### config.mk
export PLATFORM = sky130hd
export DESIGN_NAME = turn_scheduler
export DESIGN_NICKNAME = d
export VERILOG_FILES = /design/src/rtl/battle_pkg.sv /design/src/rtl/key_press_edge.sv /design/src/rtl/turn_scheduler.sv
export SDC_FILE = /design/constraint.sdc
export NUM_CORES = 1
export LEC_CHECK = 0
export CAP_MARGIN = 30
export CORE_ASPECT_RATIO = 1.1
export CORE_MARGIN = 3
export CORE_UTILIZATION = 36
export CTS_CLUSTER_DIAMETER = 60
export DETAILED_ROUTE_END_ITERATION = 7
export PLACE_DENSITY_LB_ADDON = 0.3
export SLEW_MARGIN = 20
export SYNTH_ARGS = -nofsm -noshare
export SYNTH_HDL_FRONTEND = slang
export SYNTH_SLANG_ARGS = --single-unit
### constraint.sdc
create_clock -name Clk -period 1.8 [get_ports Clk]
set_input_delay 0.27 -clock Clk [delete_from_list [all_inputs] [get_ports Clk]]
set_output_delay 0.27 -clock Clk [all_outputs]
set_load 0.02 [all_outputs]
### src/rtl/battle_pkg.sv
// Shared battle constants: USB keycodes, turn FSM state encoding, default text timeout.
package battle_pkg;

   localparam logic [7:0] KEY_ENTER = 8'h28;
   localparam logic [7:0] KEY_W     = 8'h1A;
   localparam logic [7:0] KEY_A     = 8'h04;
   localparam logic [7:0] KEY_S     = 8'h16;
   localparam logic [7:0] KEY_D     = 8'h07;

   // One second of text auto-advance at 50 MHz
   localparam int TIMEOUT_CYC_DEF = 50_000_000;

   typedef enum logic [2:0] {
      ST_IDLE,
      ST_ORDER,
      ST_ATK1,
      ST_TEXT1,
      ST_ATK2,
      ST_TEXT2,
      ST_RESOLVE,
      ST_END
   } turn_state_t;

endpackage

### src/rtl/key_press_edge.sv
// Single-cycle pulse on the first cycle a given keycode appears; holding the key gives one pulse.
// Combinational from keycode against a registered history bit; no backpressure.
module key_press_edge #(
   parameter logic [7:0] KEY = 8'h28
) (
   input  logic       Clk,
   input  logic       Reset,
   input  logic [7:0] keycode,
   output logic       press
);

   logic hit;
   logic hit_q;

   assign hit   = (keycode == KEY);
   assign press = hit & ~hit_q;

   always_ff @(posedge Clk) begin
      if (Reset) hit_q <= 1'b0;
      else       hit_q <= hit;
   end

endmodule

### src/rtl/turn_scheduler.sv
// Orders one battle turn by speed, shares the damage unit via calc_req/calc_done, gates text on ENTER.
// start_turn -> calc_req in 2 cycles; outputs registered; TURN_SCHED_TIMEOUT_EN adds text auto-advance.
module turn_scheduler
   import battle_pkg::*;
#(
   parameter int TIMEOUT_CYC = TIMEOUT_CYC_DEF
) (
   input  logic       Clk,
   input  logic       Reset,
   input  logic       start_turn,
   input  logic [7:0] player_spd,
   input  logic [7:0] enemy_spd,
   input  logic       tie_bit,
   input  logic [7:0] player_hp,
   input  logic [7:0] enemy_hp,
   input  logic       player_last,
   input  logic       enemy_last,
   input  logic [7:0] keycode,
   output logic       calc_req,
   output logic       calc_is_player,
   input  logic       calc_done,
   output logic       show_player_text,
   output logic       show_enemy_text,
   output logic       switch_player,
   output logic       switch_enemy,
   output logic       win,
   output logic       lose,
   output logic       turn_done,
   output logic       busy
);

   turn_state_t state;
   logic        player_first;
   logic        key_ack;
   logic        ack;
   logic        player_wins_order;
   logic        defender_down;
   logic        enemy_out;
   logic        player_out;
   logic        win_now;
   logic        lose_now;

   key_press_edge #(.KEY(KEY_ENTER)) u_enter (
      .Clk     (Clk),
      .Reset   (Reset),
      .keycode (keycode),
      .press   (key_ack)
   );

`ifdef TURN_SCHED_TIMEOUT_EN
   localparam logic [25:0] TO_LAST = 26'(TIMEOUT_CYC - 1);

   logic [25:0] to_cnt;
   logic        in_text;
   logic        timeout_hit;

   assign in_text     = (state == ST_TEXT1) || (state == ST_TEXT2);
   assign timeout_hit = in_text && (to_cnt == TO_LAST);
   assign ack         = key_ack | timeout_hit;

   // Held at zero outside TEXT so every entry starts a fresh period
   always_ff @(posedge Clk) begin
      if (Reset)                 to_cnt <= '0;
      else if (!in_text || ack)  to_cnt <= '0;
      else                       to_cnt <= to_cnt + 26'd1;
   end
`else
   assign ack = key_ack;
`endif

   assign player_wins_order = (player_spd > enemy_spd) ||
                              ((player_spd == enemy_spd) && tie_bit);

   // After the first attack the defender is whoever did not strike first
   assign defender_down = player_first ? (enemy_hp == 8'd0) : (player_hp == 8'd0);

   assign enemy_out  = (enemy_hp == 8'd0);
   assign player_out = (player_hp == 8'd0);
   assign win_now    = enemy_out && enemy_last;
   assign lose_now   = player_out && player_last && !win_now;

   always_ff @(posedge Clk) begin
      if (Reset) begin
         state            <= ST_IDLE;
         player_first     <= 1'b0;
         calc_req         <= 1'b0;
         calc_is_player   <= 1'b0;
         show_player_text <= 1'b0;
         show_enemy_text  <= 1'b0;
         switch_player    <= 1'b0;
         switch_enemy     <= 1'b0;
         win              <= 1'b0;
         lose             <= 1'b0;
         turn_done        <= 1'b0;
         busy             <= 1'b0;
      end else begin
         switch_player <= 1'b0;
         switch_enemy  <= 1'b0;
         win           <= 1'b0;
         lose          <= 1'b0;
         turn_done     <= 1'b0;

         case (state)
            ST_IDLE: begin
               if (start_turn) begin
                  player_first <= player_wins_order;
                  busy         <= 1'b1;
                  state        <= ST_ORDER;
               end
            end

            ST_ORDER: begin
               calc_req       <= 1'b1;
               calc_is_player <= player_first;
               state          <= ST_ATK1;
            end

            ST_ATK1: begin
               if (calc_done) begin
                  calc_req         <= 1'b0;
                  show_player_text <= player_first;
                  show_enemy_text  <= ~player_first;
                  state            <= ST_TEXT1;
               end
            end

            ST_TEXT1: begin
               if (ack) begin
                  show_player_text <= 1'b0;
                  show_enemy_text  <= 1'b0;
                  if (defender_down) begin
                     state <= ST_RESOLVE;
                  end else begin
                     calc_req       <= 1'b1;
                     calc_is_player <= ~player_first;
                     state          <= ST_ATK2;
                  end
               end
            end

            ST_ATK2: begin
               if (calc_done) begin
                  calc_req         <= 1'b0;
                  show_player_text <= ~player_first;
                  show_enemy_text  <= player_first;
                  state            <= ST_TEXT2;
               end
            end

            ST_TEXT2: begin
               if (ack) begin
                  show_player_text <= 1'b0;
                  show_enemy_text  <= 1'b0;
                  state            <= ST_RESOLVE;
               end
            end

            // Pulses are registered here so they appear during END
            ST_RESOLVE: begin
               win   <= win_now;
               lose  <= lose_now;
               if (!win_now && !lose_now) begin
                  switch_enemy  <= enemy_out;
                  switch_player <= player_out;
                  turn_done     <= 1'b1;
               end
               state <= ST_END;
            end

            ST_END: begin
               calc_is_player <= 1'b0;
               busy           <= 1'b0;
               state          <= ST_IDLE;
            end

            default: begin
               state <= ST_IDLE;
               busy  <= 1'b0;
            end
         endcase
      end
   end

endmodule

After elaboration in Yosys (flattened, before gate mapping):

Cells that the tools add are included.

* magnitude comparators: 1
* eq/ne operators: 17
* muxes and demuxes: 23
* bitwise logic cells: 5
* reduce and logical (&&, ||, !) cells: 25

Operator list (number)
* case mux 3 bit (8 select lines): 1
* logical NOT 8 bit: 2
* two-way mux 3 bit: 5
* == test 3 bit (second input constant): 4
* inequality test 2 bit (second input constant): 6
* case mux 1 bit (3 select lines): 4
* two-way mux 1 bit: 11
* nonzero test 3 bit: 3
* == test 8 x 6 -> 1 bit (second input constant): 1
* == test 8 bit: 1
* greater-than comparator 8 bit: 1
* AND reduction 4 bit: 2
* == test 3 x 2 -> 1 bit (second input constant): 2
* OR reduction 2 bit: 3
* logical AND 1 bit: 5
* AND reduction 5 bit: 1
* inequality test 2 x 1 -> 1 bit (second input constant): 2
* NOT 1 bit: 4
* AND reduction 2 bit: 2
* == test 3 x 1 -> 1 bit (second input constant): 1
* logical NOT 3 bit: 1
* AND reduction 3 bit: 1
* OR reduction 3 bit: 1
* logical NOT 1 bit: 2
* other kinds (5): 5

* register bits after elaboration: 15
* logic and storage cells: 84

Longest topological paths before layout:

* word-level depth: 8
* gate-level depth with buffers: 7

Modules after synthesis:

Synthesis repeated with hierarchy kept, for this count alone.

* cells, all modules: 134
* area total of the unflattened synthesis: 1104.8 sq um

By module, submodules not included
* turn_scheduler: instances 1, cells each 129, area an instance 1054.8 sq um, sequential area each 280.3 sq um
* key_press_edge: instances 1, cells each 5, area an instance 50.0 sq um, sequential area each 20.0 sq um

Worst setup path after synthesis:

OpenSTA, ideal clock, no wires.

* path type: register to register
* start: register state[1]
* end: register state[0]
* library setup time: 86 ps
* data arrival time: 1762 ps
* required time: 1714 ps
* path slack: -47 ps
* cell stages (with the launch flop): 8
* cells stage by stage: dfxtp_1 > clkbuf_1 > inv_1 > ha_1 > nor3_1 > nor2b_1 > o22ai_1 > a211oi_1

* longest elaborated chain between the ends: 3

Ends and longest elaborated chain
* start: declaration: RTL line turn_scheduler.sv:32 `turn_state_t state;`
* start signal: assignment: RTL line turn_scheduler.sv:84 `state <= ST_IDLE;`
* start signal: assignment: RTL line turn_scheduler.sv:108 `state <= ST_ORDER;`
* start signal: assignment: RTL line turn_scheduler.sv:115 `state <= ST_ATK1;`
* == test 3 bit (tied with other cells): RTL line turn_scheduler.sv:103 `case (state)`
* inequality test 2 bit (no line)
* AND reduction 5 bit (no line)

Parallel ways exist; a longest one is shown, timed or not.
A chain may end at the register's enable or synchronous reset.

Worst setup path in the final report:

* start: input port player_hp[5]
* end: register state[1]

* longest elaborated chain between the ends: 5

Ends and longest elaborated chain
* start: declaration: RTL line turn_scheduler.sv:14 `input logic [7:0] player_hp,`
* logical NOT 8 bit: RTL line turn_scheduler.sv:75 `assign defender_down = player_first ? (enemy_hp == 8'd0) : (player_hp == 8'd0);`
* two-way mux 1 bit: RTL line turn_scheduler.sv:75
* two-way mux 2 bit: RTL line turn_scheduler.sv:131 `if (defender_down) begin`
* two-way mux 3 bit: RTL line turn_scheduler.sv:128 `if (ack) begin`
* case mux 3 bit (8 select lines): RTL line turn_scheduler.sv:103
* end signal: assignment: RTL line turn_scheduler.sv:108
* end signal: assignment: RTL line turn_scheduler.sv:132 `state <= ST_RESOLVE;`
* end signal: assignment: RTL line turn_scheduler.sv:136 `state <= ST_ATK2;`

Every way passes these cells. The select of a mux whose other input is x is not followed.

==> summary.txt <==
Worst setup path
  – Crit path buf inv count: 1
  – CP arrival: 1.97 ns
  – Req. time, crit path: 2.01 ns
  – R2R depth: 6
  – CP Launch Type: input port
  – Critical path endpoint category: flip-flop
  – Critical-path cell list: clkdlybuf4s50_1 > or4_4 > nor2_4 > a21oi_1 > or3_1 > a311oi_2
  – Slowest stage delay, CP: 0.56 ns
  – Delay-heaviest family, CP: simple AND/OR/NAND/NOR gates
  – Crit Path Class: in2reg
  – Slowest CP cell: or4_4
  – CP max FO: 2
  – Crit path depth: 6

Yosys
  – Main combinational cell family by area after synthesis: simple AND/OR/NAND/NOR gates
  – Post-synth EDFFs: 0
  – Synth Instances: 141
  – Cell Area, Synth: 0.00111 sq mm
  – Synth Area in Adders: 12.4%
  – Mapped Nets: 199
  – XOR/XNOR Fraction of Synth Area: 1.57%
  – Ys Warns: 0
  – Unique cell type count in the Yosys netlist: 37
  – Multiplexer share of the synthesized area: 1.80%
  – Compound-Gate Fraction of Synth Area: 22.0%
  – Fraction of registers with async set/reset: 0%
  – Most used flip-flop cell after synthesis: dfxtp_1
  – Synth Area in Simple Gates: 27.7%
  – Synthesized area per cell: 7.89 sq um
  – Sequential share of the synthesized area: 27.0%
  – Yosys reg bits: 15

Route
  – Antenna-violating nets left: 0
  – Wire per inst: 14.0 um
  – Routed vias/inst: 5.55
  – Length of the first detailed-routing pass in iterations: 4
  – Drt drc: 0
  – Routed WL: 3.38 mm
  – Detailed-route via count: 1342
  – DRT iter0 DRCs: 34

Clock tree
  – Reg clk slew, reported paths: 0.10 ns
  – Clock sinks: 15
  – CTS tree: yes
  – Root Driver: clkbuf_4
  – H-tree depth: 1
  – Worst-Skew Late Latency: 0.30 ns
  – # hold bufs at CTS: 0
  – CTS buffer count: 3
  – Clk buf depth: 2

Global route
  – Pin count of the biggest net entering global routing: 16
  – Total Routing Usage GR: 17.8%
  – Grt total ovfl: 0
  – Antenna violations before repair: 0
  – Vias in the first global route: 1296
  – Global-route wire length before repair: 5.30 mm

Layout
  – Fill cells: 269
  – Fraction of layout cells with a size suffix above 1: 13.4%
  – ANT cells: 0
  – P&R area growth vs syn: 67.3%
  – Net count, final: 268

STA
  – Min setup slack post-route: 0.0463 ns
  – Final hold vios: 0
  – Tightest Pin Transition: 0.546 ns
  – Final Critical Period: 1.75 ns
  – Max Slew Vio Count: 0
  – RSZ-0062 raised after global routing: true
  – Setup_tns: 0 ns
  – Worst Clk Skew: 0.00548 ns
  – Rel. slew slack: 63.6%
  – Fin crit share: 97.4%
  – Final setup fails: 0
  – Fin Hold WS: 0.280 ns
  – Max Clock Freq: 570 MHz

Floorplanning
  – Die ar.: 0.00379 sq mm
  – Die height: 64.3 um
  – Initial core utilization: 39.0%
  – Ports: 57
  – # rows: 20
  – Die width: 59 um
  – Core ar.: 0.00285 sq mm

Power and ir drop
  – Max VDD drop: 390 uV
  – P_leak: 0.775 nW
  – Power per cell area: 600 mW/mm^2

Job
  – Maxcap violations: 0

Hold path
  – Hold crit path type: in2reg
  – Hold Path Stages: 4

Status
  – Status: finished, final reports clean

Placed design
  – Pre-CTS setup slack: -0.404 ns
  – DPL Wire Length: 2.80 mm
  – GPL Wtd Cong: 0.839
  – Port-buffer cells: 56
power breakdown:
part	internal [mW]	leakage, nW	switching [mW]	total [mW]
combinational	0.262	0.634	0.225	0.487
clock	0.0829	0.0177	0.128	0.211
sequential	0.365	0.123	0.0517	0.417
total	0.710	0.775	0.405	1.12
cell type report:
class,instances,area [sq um],area share [%]
sequential,15,302,16.2
clock inverter,1,5.00,0.269
clock buffer,3,22.5,1.21
timing repair buffer,70,678,36.4
tap,33,41.3,2.22
inverter,12,45.0,2.42
multi-input combinational,108,767,41.2
final timing paths:
kind	from	end	slack, ns
max	player_hp[5]	state[1]	0.05
min	keycode[4]	u_enter.hit_q	0.28
max reg2reg	state[1]	player_first	0.12
min reg2reg	calc_req	calc_req	0.50
layer usage:
layer	vias to the layer above	GRT usage, %	share of wire, %
li1	649	-	-
met1	631	17.2	35
met2	49	34.7	55
met3	13	2.63	6.2
met4	0	8.78	2.8
met5	-	0	0
what timing repair did:
item | 4_1_cts | 5_1_grt
pin swaps | 1 | 5
setup buffers | 0 | 1
endpoints found under the setup margin | 3 | 6
gates resized for setup | 3 | 9
placed cells by master (no fill, tap or decap), types with 3 or more instances in the layout:
cell type        count
a211oi_1             4
o21ai_0              9
clkbuf_4             3
nand2_1             12
nor3_1               3
nor4_1               3
a21o_1               4
dfxtp_1             14
inv_1               12
clkdlybuf4s50_1     51
ha_1                11
dlymetal6s2s_1       5
a21oi_1             12
buf_4               14
nor2_1              13
tightest hold or removal path: stages:
cell and delay [ns]:
dlymetal6s2s_1 0.13, nor4b_4 0.07, nand2_1 0.05, nor2_1 0.03
through the flow:
step	cell area (sq um)	utilization, %	std cells	power [mW]
global route	1860	65.2	242	1.18
floorplan	1120	-	141	0.667
global placement	1780	62.3	237	0.875
CTS	1820	63.8	241	1.10
finish	1860	65.2	242	1.12
detailed placement	1780	62.3	237	0.890
synth_stat cells (2+ instances only):
cell,n,area (sq um)
nor2_1,13,48.8
nor2b_1,2,12.5
ha_1,11,138
a311oi_1,2,17.5
mux2i_1,2,20.0
a21o_1,4,30.0
nor4b_2,2,30.0
o21ai_0,9,45.0
or4_1,2,15.0
nor3_1,4,20.0
a21oi_1,13,65.1
nand3_1,2,10.0
xnor2_1,2,17.5
or4_4,2,22.5
nand2_1,12,45.0
a211oi_1,4,30.0
buf_4,4,30.0
or3_1,2,12.5
and3_1,2,12.5
nor4_1,3,18.8
inv_1,12,45.0
nand4_1,2,12.5
o22ai_1,2,12.5
dfxtp_1,15,300
cell families after synthesis:
family,Yosys count
AND/OR/NAND/NOR,54
AO/OA/AOI/OAI,39
buffers and inverters,18
flip-flops,15
adder cells (fa/ha/maj),11
XOR/XNOR,2
multiplexers,2
sequential cells by signal (all words and copies together) (netlist names):
signal,flops
state,3
busy,1
calc_is_player,1
calc_req,1
lose,1
player_first,1
show_enemy_text,1
show_player_text,1
switch_enemy,1
switch_player,1
turn_done,1
u_enter.hit_q,1
win,1
(Power assumes the default switching activity.)
